<file path="src/rtl/rtc_bcd_core_if.sv">
// rtl/rtc_bcd_core_if.sv - Control and status bundle between the mode logic and rtc_bcd_core.
interface rtc_bcd_core_if;
  logic        run_i;
  logic [1:0]  sel_i;
  logic        inc_i;
  logic        dec_i;
  logic        load_i;
  logic [23:0] load_time_i;
  logic        alarm_wr_i;
  logic [15:0] alarm_time_i;
  logic        alarm_on_i;
  logic        alarm_stop_i;
  logic [23:0] time_bcd_o;
  logic        sec_tick_o;
  logic        day_carry_o;
  logic        load_err_o;
  logic        alarm_ring_o;

  modport master (
    output run_i, sel_i, inc_i, dec_i, load_i, load_time_i,
    output alarm_wr_i, alarm_time_i, alarm_on_i, alarm_stop_i,
    input  time_bcd_o, sec_tick_o, day_carry_o, load_err_o, alarm_ring_o
  );

  modport slave (
    input  run_i, sel_i, inc_i, dec_i, load_i, load_time_i,
    input  alarm_wr_i, alarm_time_i, alarm_on_i, alarm_stop_i,
    output time_bcd_o, sec_tick_o, day_carry_o, load_err_o, alarm_ring_o
  );
endinterface

</file>
<file path="src/rtl/rtc_bcd_core.sv">
// rtl/rtc_bcd_core.sv - BCD HH:MM:SS time-of-day core with prescaler and per-field editing.
// The alarm is compiled in only when RTC_ALARM_EN is defined.
module rtc_bcd_core #(
  parameter int unsigned CLK_DIV    = 50_000_000,
  parameter int unsigned ALARM_SECS = 60
) (
  input logic           clk_i,
  input logic           rst_ni,
  rtc_bcd_core_if.slave bus
);
  localparam int unsigned   PW        = $clog2(CLK_DIV);
  localparam logic [PW-1:0] PRESC_MAX = PW'(CLK_DIV - 1);

  function automatic logic [7:0] bcd_inc(input logic [7:0] v, input logic [7:0] max);
    logic [7:0] r;
    if (v == max)              r = 8'h00;
    else if (v[3:0] == 4'd9)   r = {v[7:4] + 4'd1, 4'd0};
    else                       r = {v[7:4], v[3:0] + 4'd1};
    return r;
  endfunction

  function automatic logic [7:0] bcd_dec(input logic [7:0] v, input logic [7:0] max);
    logic [7:0] r;
    if (v == 8'h00)            r = max;
    else if (v[3:0] == 4'd0)   r = {v[7:4] - 4'd1, 4'd9};
    else                       r = {v[7:4], v[3:0] - 4'd1};
    return r;
  endfunction

  // Byte compares against BCD limits are only meaningful once every nibble is a digit.
  function automatic logic time_ok(input logic [23:0] t);
    logic ok;
    ok = 1'b1;
    for (int i = 0; i < 6; i++) begin
      if (t[i*4 +: 4] > 4'd9) ok = 1'b0;
    end
    return ok && (t[23:16] <= 8'h23) && (t[15:8] <= 8'h59) && (t[7:0] <= 8'h59);
  endfunction

  logic [PW-1:0] presc_q, presc_d;
  logic [23:0]   time_q, time_d;
  logic          sec_tick_q, day_carry_q, day_carry_d, load_err_q, load_err_d;
  logic          tick, edit, load_ok, auto_tick, alarm_err;
  logic          s_wrap, m_wrap, h_wrap;

  always_comb begin
    tick      = bus.run_i && (presc_q == PRESC_MAX);
    load_ok   = time_ok(bus.load_time_i);
    edit      = (bus.inc_i ^ bus.dec_i) && (bus.sel_i != 2'd3);
    auto_tick = tick && !bus.load_i && !edit;
    s_wrap    = (time_q[7:0]   == 8'h59);
    m_wrap    = (time_q[15:8]  == 8'h59);
    h_wrap    = (time_q[23:16] == 8'h23);

    presc_d = presc_q;
    if (bus.run_i) presc_d = tick ? '0 : presc_q + PW'(1);
    if ((bus.load_i && load_ok) || (!bus.load_i && edit && bus.sel_i == 2'd0)) presc_d = '0;

    time_d = time_q;
    if (bus.load_i) begin
      if (load_ok) time_d = bus.load_time_i;
    end else if (edit) begin
      // Edits wrap inside the selected field only; neighbours never see a carry.
      case (bus.sel_i)
        2'd0:    time_d[7:0]   = bus.inc_i ? bcd_inc(time_q[7:0], 8'h59)   : bcd_dec(time_q[7:0], 8'h59);
        2'd1:    time_d[15:8]  = bus.inc_i ? bcd_inc(time_q[15:8], 8'h59)  : bcd_dec(time_q[15:8], 8'h59);
        default: time_d[23:16] = bus.inc_i ? bcd_inc(time_q[23:16], 8'h23) : bcd_dec(time_q[23:16], 8'h23);
      endcase
    end else if (tick) begin
      time_d[7:0] = bcd_inc(time_q[7:0], 8'h59);
      if (s_wrap)           time_d[15:8]  = bcd_inc(time_q[15:8], 8'h59);
      if (s_wrap && m_wrap) time_d[23:16] = bcd_inc(time_q[23:16], 8'h23);
    end

    day_carry_d = auto_tick && s_wrap && m_wrap && h_wrap;
    load_err_d  = (bus.load_i && !load_ok) || alarm_err;
  end

  always_ff @(posedge clk_i or negedge rst_ni) begin
    if (!rst_ni) begin
      presc_q     <= '0;
      time_q      <= '0;
      sec_tick_q  <= 1'b0;
      day_carry_q <= 1'b0;
      load_err_q  <= 1'b0;
    end else begin
      presc_q     <= presc_d;
      time_q      <= time_d;
      sec_tick_q  <= tick;
      day_carry_q <= day_carry_d;
      load_err_q  <= load_err_d;
    end
  end

  assign bus.time_bcd_o  = time_q;
  assign bus.sec_tick_o  = sec_tick_q;
  assign bus.day_carry_o = day_carry_q;
  assign bus.load_err_o  = load_err_q;

`ifdef RTC_ALARM_EN
  localparam int unsigned CW = $clog2(ALARM_SECS + 1);

  logic [15:0]   alarm_q;
  logic          alarm_on_q, ring_q, ring_d, alarm_ok, ring_stop, match;
  logic [CW-1:0] ring_cnt_q, ring_cnt_d;

  always_comb begin
    alarm_ok  = time_ok({bus.alarm_time_i, 8'h00});
    alarm_err = bus.alarm_wr_i && !alarm_ok;
    ring_stop = bus.alarm_stop_i || (bus.alarm_wr_i && alarm_ok && !bus.alarm_on_i);
    match     = auto_tick && alarm_on_q && (time_d == {alarm_q, 8'h00});
    ring_d     = ring_q;
    ring_cnt_d = ring_cnt_q;
    // The ticks after the matching one count down the ring duration.
    if (ring_stop) begin
      ring_d = 1'b0;
    end else if (match) begin
      ring_d     = 1'b1;
      ring_cnt_d = '0;
    end else if (ring_q && tick) begin
      if (ring_cnt_q == CW'(ALARM_SECS - 1)) ring_d = 1'b0;
      else ring_cnt_d = ring_cnt_q + CW'(1);
    end
  end

  always_ff @(posedge clk_i or negedge rst_ni) begin
    if (!rst_ni) begin
      alarm_q    <= '0;
      alarm_on_q <= 1'b0;
      ring_q     <= 1'b0;
      ring_cnt_q <= '0;
    end else begin
      if (bus.alarm_wr_i && alarm_ok) begin
        alarm_q    <= bus.alarm_time_i;
        alarm_on_q <= bus.alarm_on_i;
      end
      ring_q     <= ring_d;
      ring_cnt_q <= ring_cnt_d;
    end
  end

  assign bus.alarm_ring_o = ring_q;
`else
  logic unused_alarm;
  assign unused_alarm     = ^{bus.alarm_wr_i, bus.alarm_time_i, bus.alarm_on_i, bus.alarm_stop_i};
  assign alarm_err        = 1'b0;
  assign bus.alarm_ring_o = 1'b0;
`endif
endmodule

</file>
<file path="src/flat_wrapper.sv">
// flat-port wrapper written by rule: the top's interface ports become plain ports
module rtc_bcd_core_flat 
#(
  parameter int unsigned CLK_DIV    = 50_000_000,
  parameter int unsigned ALARM_SECS = 60
)
  (clk_i, rst_ni, bus_run_i, bus_sel_i, bus_inc_i, bus_dec_i, bus_load_i, bus_load_time_i, bus_alarm_wr_i, bus_alarm_time_i, bus_alarm_on_i, bus_alarm_stop_i, bus_time_bcd_o, bus_sec_tick_o, bus_day_carry_o, bus_load_err_o, bus_alarm_ring_o);
  rtc_bcd_core_if bus_i ();
  input logic clk_i;
  input logic rst_ni;
  input wire logic [$bits(bus_i.run_i)-1:0] bus_run_i;
  input wire logic [$bits(bus_i.sel_i)-1:0] bus_sel_i;
  input wire logic [$bits(bus_i.inc_i)-1:0] bus_inc_i;
  input wire logic [$bits(bus_i.dec_i)-1:0] bus_dec_i;
  input wire logic [$bits(bus_i.load_i)-1:0] bus_load_i;
  input wire logic [$bits(bus_i.load_time_i)-1:0] bus_load_time_i;
  input wire logic [$bits(bus_i.alarm_wr_i)-1:0] bus_alarm_wr_i;
  input wire logic [$bits(bus_i.alarm_time_i)-1:0] bus_alarm_time_i;
  input wire logic [$bits(bus_i.alarm_on_i)-1:0] bus_alarm_on_i;
  input wire logic [$bits(bus_i.alarm_stop_i)-1:0] bus_alarm_stop_i;
  output wire logic [$bits(bus_i.time_bcd_o)-1:0] bus_time_bcd_o;
  output wire logic [$bits(bus_i.sec_tick_o)-1:0] bus_sec_tick_o;
  output wire logic [$bits(bus_i.day_carry_o)-1:0] bus_day_carry_o;
  output wire logic [$bits(bus_i.load_err_o)-1:0] bus_load_err_o;
  output wire logic [$bits(bus_i.alarm_ring_o)-1:0] bus_alarm_ring_o;
  assign bus_i.run_i = bus_run_i;
  assign bus_i.sel_i = bus_sel_i;
  assign bus_i.inc_i = bus_inc_i;
  assign bus_i.dec_i = bus_dec_i;
  assign bus_i.load_i = bus_load_i;
  assign bus_i.load_time_i = bus_load_time_i;
  assign bus_i.alarm_wr_i = bus_alarm_wr_i;
  assign bus_i.alarm_time_i = bus_alarm_time_i;
  assign bus_i.alarm_on_i = bus_alarm_on_i;
  assign bus_i.alarm_stop_i = bus_alarm_stop_i;
  assign bus_time_bcd_o = bus_i.time_bcd_o;
  assign bus_sec_tick_o = bus_i.sec_tick_o;
  assign bus_day_carry_o = bus_i.day_carry_o;
  assign bus_load_err_o = bus_i.load_err_o;
  assign bus_alarm_ring_o = bus_i.alarm_ring_o;
  rtc_bcd_core #(.CLK_DIV(CLK_DIV), .ALARM_SECS(ALARM_SECS)) u_core (.clk_i(clk_i), .rst_ni(rst_ni), .bus(bus_i));
endmodule
</file>
<file path="config.mk">
export PLATFORM = sky130hd
export DESIGN_NAME = rtc_bcd_core_flat
export DESIGN_NICKNAME = d
export VERILOG_FILES = /design/src/rtl/rtc_bcd_core_if.sv /design/src/rtl/rtc_bcd_core.sv /design/src/flat_wrapper.sv
export SDC_FILE = /design/constraint.sdc
export NUM_CORES = 1
export LEC_CHECK = 0
export BUFFER_PORTS_ARGS = -buffer_cell sky130_fd_sc_hd__buf_2
export CORE_MARGIN = 1
export CORE_UTILIZATION = 50
export DETAILED_ROUTE_END_ITERATION = 12
export PLACE_DENSITY = 0.76
export SYNTH_ARGS = -nofsm -noshare
export SYNTH_HDL_FRONTEND = slang
export SYNTH_SLANG_ARGS = --single-unit
</file>
<file path="constraint.sdc">
create_clock -name clk_i -period 2.3 [get_ports clk_i]
set_clock_uncertainty 0.2 [all_clocks]
set_input_delay 0.23 -clock clk_i [delete_from_list [all_inputs] [get_ports clk_i]]
set_output_delay 0.23 -clock clk_i [all_outputs]
set_load 0.02 [all_outputs]
</file>
==> metrics.md, run 1 <==
| Metric | Value |
|---|---|
| Synthesis-stage register bit count | 53 |
| Skew-Pair Late Insertion Delay | between 300 and 400 ps |
| Worst endpoint data arrival time | 2640 ps |
| DP Cell Count | between 700 and 800 |
| Post-synth EDFFs | 0 |
| FMAX | roughly 380 MHz |
| Min Tclk post-route | between 2000 and 3000 ps |
| CP endpoint kind | flop |
| Syn_area_per_cell | between 8 and 9 sq um |
| Core area | between 7000 and 8000 sq um |
| RSZ-0062 raised after global routing | yes |
| Hold path cells | 3 |
| Area grow syn2layout | 45.3% |
| DP HPWL | roughly 9.4 mm |
| Post-DP Area | between 5000 and 6000 sq um |
| GRT Total Usage | a little over 30% |
| Vias in the first global route | 4436 |
| # setup viols final | 49 |
| First-pass GRT wire length | approximately 21 mm |
| Fillcell total | 539 |
| Critical Path Start Type | flop |
| Initial antenna violation count | 0 |
| Max cap viols | 0 |
| Die width | 92.1 um |
| Sequential element share of the synthesized area | between 30% and 40% |
| Detailed Route WL | about 13 mm |
| Synth top area share | between 30% and 40% |
| Worst-path maximum fanout | 3 |
| Pwr dens | between 700 and 800 nW/um^2 |
| FP Rows | 32 |
| Clock sink count | 53 |
| # port buffers | 58 |
| Clk slew on worst S/H paths | 110 ps |
| Count of cell types in the netlist | 74 |
| Router iterations before antenna repair | 5 |
| Total number of vias | ~4600 |
| Leading post-synthesis cells by cell area | dfrtp_1 (33%), ha_1 (6.5%), o21ai_0 (5.2%) |
| Final Hold Viols | 1 |
| Vias per inst | ~6 |
| H-tree Lvls | 2 |
| Worst vdd ir | slightly above 0.5 mV |
| Worst-Margin Slew | 1270 ps |
| Top post-synthesis cells by count | dfrtp_1 (53), nand2_1 (46), o21ai_0 (42), nor2_1 (37), inv_1 (23) |
| Share of the clock period used by the worst path | 115% |
| TritonCTS Buffers | 5 |
| Setup CP Type | flop to flop |
| DRC violations left | 0 |
| Cell taking the most area after synthesis | dfrtp_1 |
| Yosys warns | 0 |
| IO Count | 79 |
| Hold_ws | -1.42 ps |
| Grt ovf | 0 |
| Die extent in y | roughly 90 um |
| Antenna cells | 0 |
| Area occupied by multi-input gates | about 2700 sq um |
| Post-route worst setup slack | -338 ps |
| Die area | 8470 sq um |
| Start of the worst register-to-register path | u_core.presc_q[11] |
| Slew Limit Headroom | 14.6% |
| Final Slew Violations | 0 |
| Outcome | finished, violations left |
| WL/cell | ~17 um |
| Largest net degree at the start of global routing | 34 |
| Initial DRC count | 338 |
| Violated checks | negative hold slack, negative setup slack |
| Count leader, synth | dfrtp_1 |
| Starting Density | between 50% and 60% |
| Clk root buf | clkbuf_8 |
| Clock buffer depth | 2 |
| Static Leak | about 2.8 nW |
| CP required | approximately 2300 ps |
| Post-Syn Nets | 542 |
| GPL Wtd Cong | ~0.96 |
| Post-DRT Antenna Nets | 0 |
| Layout Nets | between 700 and 800 |
| Syn Std Cell Area | between 4000 and 5000 sq um |
| Fraction of layout cells with a size suffix above 1 | just over 40% |
| Synth Flop Type | dfrtp_1 |
| Post-Syn Instances | 470 |
| Hold Path Class | primary input to flop |
| Crit path from | u_core.presc_q[11] |
| Design Area, Final | 5890 sq um |
| Post-Layout Cell Count | around 770 |
| FF-to-FF path depth | 7 |
| Register area | between 1000 and 1500 sq um |
| Synth async-reset ratio | between 90% and 100% |
| Worst Hold Launch | bus_load_time_i[0] |
| CTS tree | built |
==> routing by layer <==
| metal | track usage [%] | vias up | part of all wire (%) | wire [um] |
|---|---|---|---|---|
| met5 | 0 | - | 0 | 0 |
| met4 | 11.7 | 0 | 2.6 | 346 |
| met3 | 3.32 | 35 | 4.5 | 604 |
| met2 | 55.2 | 193 | 51 | 6730 |
| met1 | 38.6 | 2229 | 42 | 5640 |
| li1 | - | 2131 | - | - |
==> cells by family after synthesis <==
family | after synthesis | synth area share, %
simple gates | 183 | 24.4
mux | 22 | 6.45
xor+xnor | 19 | 4.10
fa+ha+maj | 21 | 6.48
other cells | 1 | 0.0925
compound gates | 127 | 21.1
buf+inv | 44 | 4.60
flops | 53 | 32.7
==> sequential cells by signal (all words and copies together) (netlist names) <==
name and flops:
u_core.bus.day_carry_o 1, u_core.bus.load_err_o 1, u_core.bus.sec_tick_o 1, u_core.bus.time_bcd_o 24
u_core.presc_q 26
==> metrics by stage <==
stage	setup slack, ps	hold slack (ps)	util (%)	power [mW]	setup TNS [ps]
after CTS	-263	1.99	74.1	4.33	-8250
final	-338	-1.42	75.9	4.46	-10490
after global routing	-385	16.6	75.9	4.73	-13650
after global placement	-215	53.1	69.2	3.61	-6450
after detailed placement	-272	55.2	69.2	3.71	-8950
after floorplan	-231	-266	-	2.72	-2140
==> critical path, stage by stage, from the launching register on <==
cell	delay [ps]
dfrtp_1	400
or4b_4	560
nor4_4	270
buf_4	180
nand4_4	110
a211oi_4	340
buf_6	170
mux2_4	290
==> cell usage in the layout, fill, tap and decap left out, types with 5 or more instances in the layout <==
cell type / Yosys / final
nand2_1: 46 / 44
buf_6: 1 / 15
xor2_1: 13 / 13
a22oi_1: 5 / 5
o31ai_1: 6 / 6
o211ai_1: 6 / 6
o21ai_0: 42 / 36
xnor2_1: 6 / 6
a31oi_1: 5 / 5
o21ai_1: 0 / 5
mux2_2: 9 / 5
a21oi_2: 0 / 7
ha_1: 21 / 20
nand4_1: 8 / 8
mux2_4: 0 / 8
buf_4: 1 / 124
or3_1: 8 / 7
inv_1: 23 / 22
clkbuf_8: 0 / 5
a21oi_1: 22 / 15
nor2_2: 0 / 6
mux2i_1: 7 / 7
nor2_1: 37 / 30
nor3_1: 19 / 15
dfrtp_1: 53 / 51
nand3_1: 18 / 17
buf_2: 5 / 58
==> final cells by class <==
type,instances,share of cell area (%)
clock buffer,6,1.23
clock inverter,2,0.255
inverter,24,1.53
multi-input combinational,373,46.4
sequential,53,22.5
tap,102,2.17
timing repair buffer,205,25.8
==> report_power, final <==
part           switching, mW  leakage [nW]  internal [mW]  total, mW
combinational           1.37          2.06           1.21       2.58
sequential             0.199         0.679           1.14       1.33
clock                  0.336        0.0374          0.216      0.552
==> repair_timing <==
action / in CTS / in global routing
pin swaps: 18 / 11
setup endpoints to repair: 50 / 52
endpoints found under the hold margin: 22 / 0
gates resized for setup: 47 / 20
hold buffers: 3 / 0
buffers inserted: 10 / 7
cloned: 1 / 0
==> worst paths after layout <==
path | to | slack (ps)
worst max-delay path | u_core.bus.time_bcd_o[19] | -340
worst min-delay path | u_core.bus.time_bcd_o[0] | -1
worst max register to register | u_core.bus.time_bcd_o[19] | -340
worst min register to register | u_core.presc_q[25] | 390
max in group asynchronous | u_core.bus.time_bcd_o[23] | 1050
min in group asynchronous | u_core.presc_q[11] | 240
Note: power is estimated with default switching activity, not from simulation.
==> run 2: changes to the inputs <==
Settings changed: RECOVER_POWER from default to 100.
==> metrics.md, run 2 (same netlist as run 1, synthesis figures left out) <==
| Metric | Value |
|---|---|
| Worst-Margin Slew | 1310 ps (was 1270 ps) |
| Total power | 4.41 mW (was 4.46 mW) |
| Start of the worst register-to-register path | u_core.presc_q[11] (unchanged) |
| Min Tclk post-route | 2640 ps (about the same) |
| WL/cell | 17.4 um (about the same) |
| First-pass GRT wire length | 20.9 mm (unchanged) |
| Vias per inst | 5.95 (was 6.00) |
| Internal cell power | 2.51 mW (was 2.56 mW) |
| Initial antenna violation count | 0 (unchanged) |
| Violated checks | negative hold slack, negative setup slack (unchanged) |
| Final Hold Viols | 1 (unchanged) |
| Largest net degree at the start of global routing | 34 (unchanged) |
| Crit path from | u_core.presc_q[11] (unchanged) |
| Grt peak-use layer | met2 (unchanged) |
| Layout Nets | 734 (unchanged) |
| Router iterations before antenna repair | 5 (unchanged) |
| Largest register FFs | 26 (unchanged) |
| Most frequent cells in the layout | buf_4 (124), dfrtp_1 (52), nand2_1 (44) (was buf_4 (124), buf_2 (58), dfrtp_1 (51)) |
| GPL Wtd Cong | 0.956 (unchanged) |
| Clock sink count | 53 (unchanged) |
| Design Area, Final | 5840 sq um (was 5890 sq um) |
| Sequential share of power | 30.3% (was 29.9%) |
| CP endpoint kind | flop (unchanged) |
| DRC violations left | 0 (unchanged) |
| CTS tree | built (unchanged) |
| IO Count | 79 (unchanged) |
| Final Slew Violations | 0 (unchanged) |
| DP HPWL | 9.42 mm (unchanged) |
| Comb power frac | 57.2% (was 57.7%) |
| Biggest register | u_core.presc_q (unchanged) |
| Met2 GRT Util | 55.2% (unchanged) |
| Skew-Pair Late Insertion Delay | 320 ps (about the same) |
| Critical Path Start Type | flop (unchanged) |
| Most common cell after layout, fill and taps aside | buf_4 (unchanged) |
| Clk root buf | clkbuf_8 (unchanged) |
| # setup viols final | 49 (unchanged) |
| Area grow syn2layout | 44.1% (was 45.3%) |
| Outcome | finished, violations left (unchanged) |
| Setup slack at placement | -272 ps (unchanged) |
| Share of the clock period used by the worst path | 115% (about the same) |
| Fraction of layout cells with a size suffix above 1 | 36.7% (was 41.0%) |
| Setup CP Type | flop to flop (unchanged) |
| Antenna cells | 0 (unchanged) |
| Core area | 7770 sq um (unchanged) |
| Post-DRT Antenna Nets | 0 (unchanged) |
| Die area | 8470 sq um (unchanged) |
| H-tree Lvls | 2 (unchanged) |
| Clk slew on worst S/H paths | 110 ps (about the same) |
| Vias in the first global route | 4436 (unchanged) |
| Post-layout util | 75.2% (was 75.9%) |
| Static Leak | 2.69 nW (was 2.78 nW) |
| Grt met3 use | 3.32% (unchanged) |
| Worst-path maximum fanout | 3 (unchanged) |
| Psw | 1.90 mW (about the same) |
| RSZ-0062 raised after global routing | yes (unchanged) |
| Total number of vias | 4549 (was 4588) |
| Die extent in y | 92.1 um (unchanged) |
| Die width | 92.1 um (unchanged) |
| Clock Power Share | 12.5% (was 12.4%) |
| Switching share of power | 43.1% (was 42.6%) |
| Hold_ws | -0.445 ps (was -1.42 ps) |
| TritonCTS Buffers | 5 (unchanged) |
| Met1 usage | 38.6% (unchanged) |
| GRT Total Usage | 31.0% (unchanged) |
| Worst vdd ir | 0.500 mV (was 0.516 mV) |
| Detailed Route WL | 13.3 mm (about the same) |
| Worst Hold Launch | bus_load_time_i[0] (unchanged) |
| CP required | 2300 ps (about the same) |
| Starting Density | 52.2% (unchanged) |
| Post-route worst setup slack | -337 ps (was -338 ps) |
| Pwr dens | 755 nW/um^2 (was 758 nW/um^2) |
| # port buffers | 58 (unchanged) |
| FP Rows | 32 (unchanged) |
| Worst endpoint data arrival time | 2640 ps (about the same) |
| Initial DRC count | 304 (was 338) |
| Hold Path Class | primary input to flop (unchanged) |
| Grt ovf | 0 (unchanged) |
| Slew Limit Headroom | 12.6% (was 14.6%) |
| Clock buffer depth | 2 (unchanged) |
| FMAX | 379 MHz (about the same) |
| Post-DP Area | 5380 sq um (unchanged) |
| Max cap viols | 0 (unchanged) |
## run 2: cell types whose count changed in the layout (fill, tap and decap cells not counted), sizes merged
cell	delta
buf	-28
clkbuf	+28
## run 2: worst paths after layout
kind	end	slack, ps	depth (start not counted)
max	u_core.bus.time_bcd_o[19]	-340	7
min reg2reg	u_core.presc_q[25]	390	2
max reg2reg	u_core.bus.time_bcd_o[19]	-340	7
min	u_core.bus.time_bcd_o[0]	-0.4	3
min in group asynchronous	u_core.presc_q[11]	530	2
max in group asynchronous	u_core.bus.time_bcd_o[23]	240	3
## run 2: metal layers
layer | part of all wire [%] | vias up
li1 | - | 2125
met4 | 3.0 | 0
met1 | 42 | 2206
met2 | 50 | 179
met3 | 5.3 | 39
met5 | 0 | -
## run 2: stage by stage
stage	instances	TNS, ps
floorplan	470	-2140
global placement	736	-6450
detailed placement	736	-8950
CTS	758	-8250
global route	765	-15380
finish	765	-10360
## run 2: what timing repair did
action                                  4_1_cts  5_1_grt
resized for setup                            47       20
cloned                                        1        0
endpoints found under the hold margin        22        0
buffers inserted                             10        7
endpoints found under the setup margin       50       52
pin swaps                                    18       11
hold buffers                                  3        0
## run 2: worst max-delay path: stages (launching register included)
cell      delay (ps)
dfrtp_1          400
or4b_4           550
nor4_4           270
buf_4            180
nand4_4          120
a211oi_4         340
buf_6            170
mux2_4           290
## run 2: cell type report
type / instances / area, sq um
fillers: 559 / 1930
inverters: 24 / 90.1
repair buffers: 205 / 1470
well taps: 102 / 128
multi-input cells: 373 / 2740
clock inverters: 2 / 15.0
flip-flops and latches: 53 / 1330
clock buffers: 6 / 72.6
## run 2: power by group through the flow
stage / Combinational (mW) / Clock, mW / Sequential [mW]
after floorplan: 1.12 / 0 / 1.60
after global placement: 2.29 / 0 / 1.32
after detailed placement: 2.37 / 0 / 1.34
after CTS: 2.46 / 0.555 / 1.32
after global routing: 2.73 / 0.601 / 1.36
final: 2.52 / 0.552 / 1.33
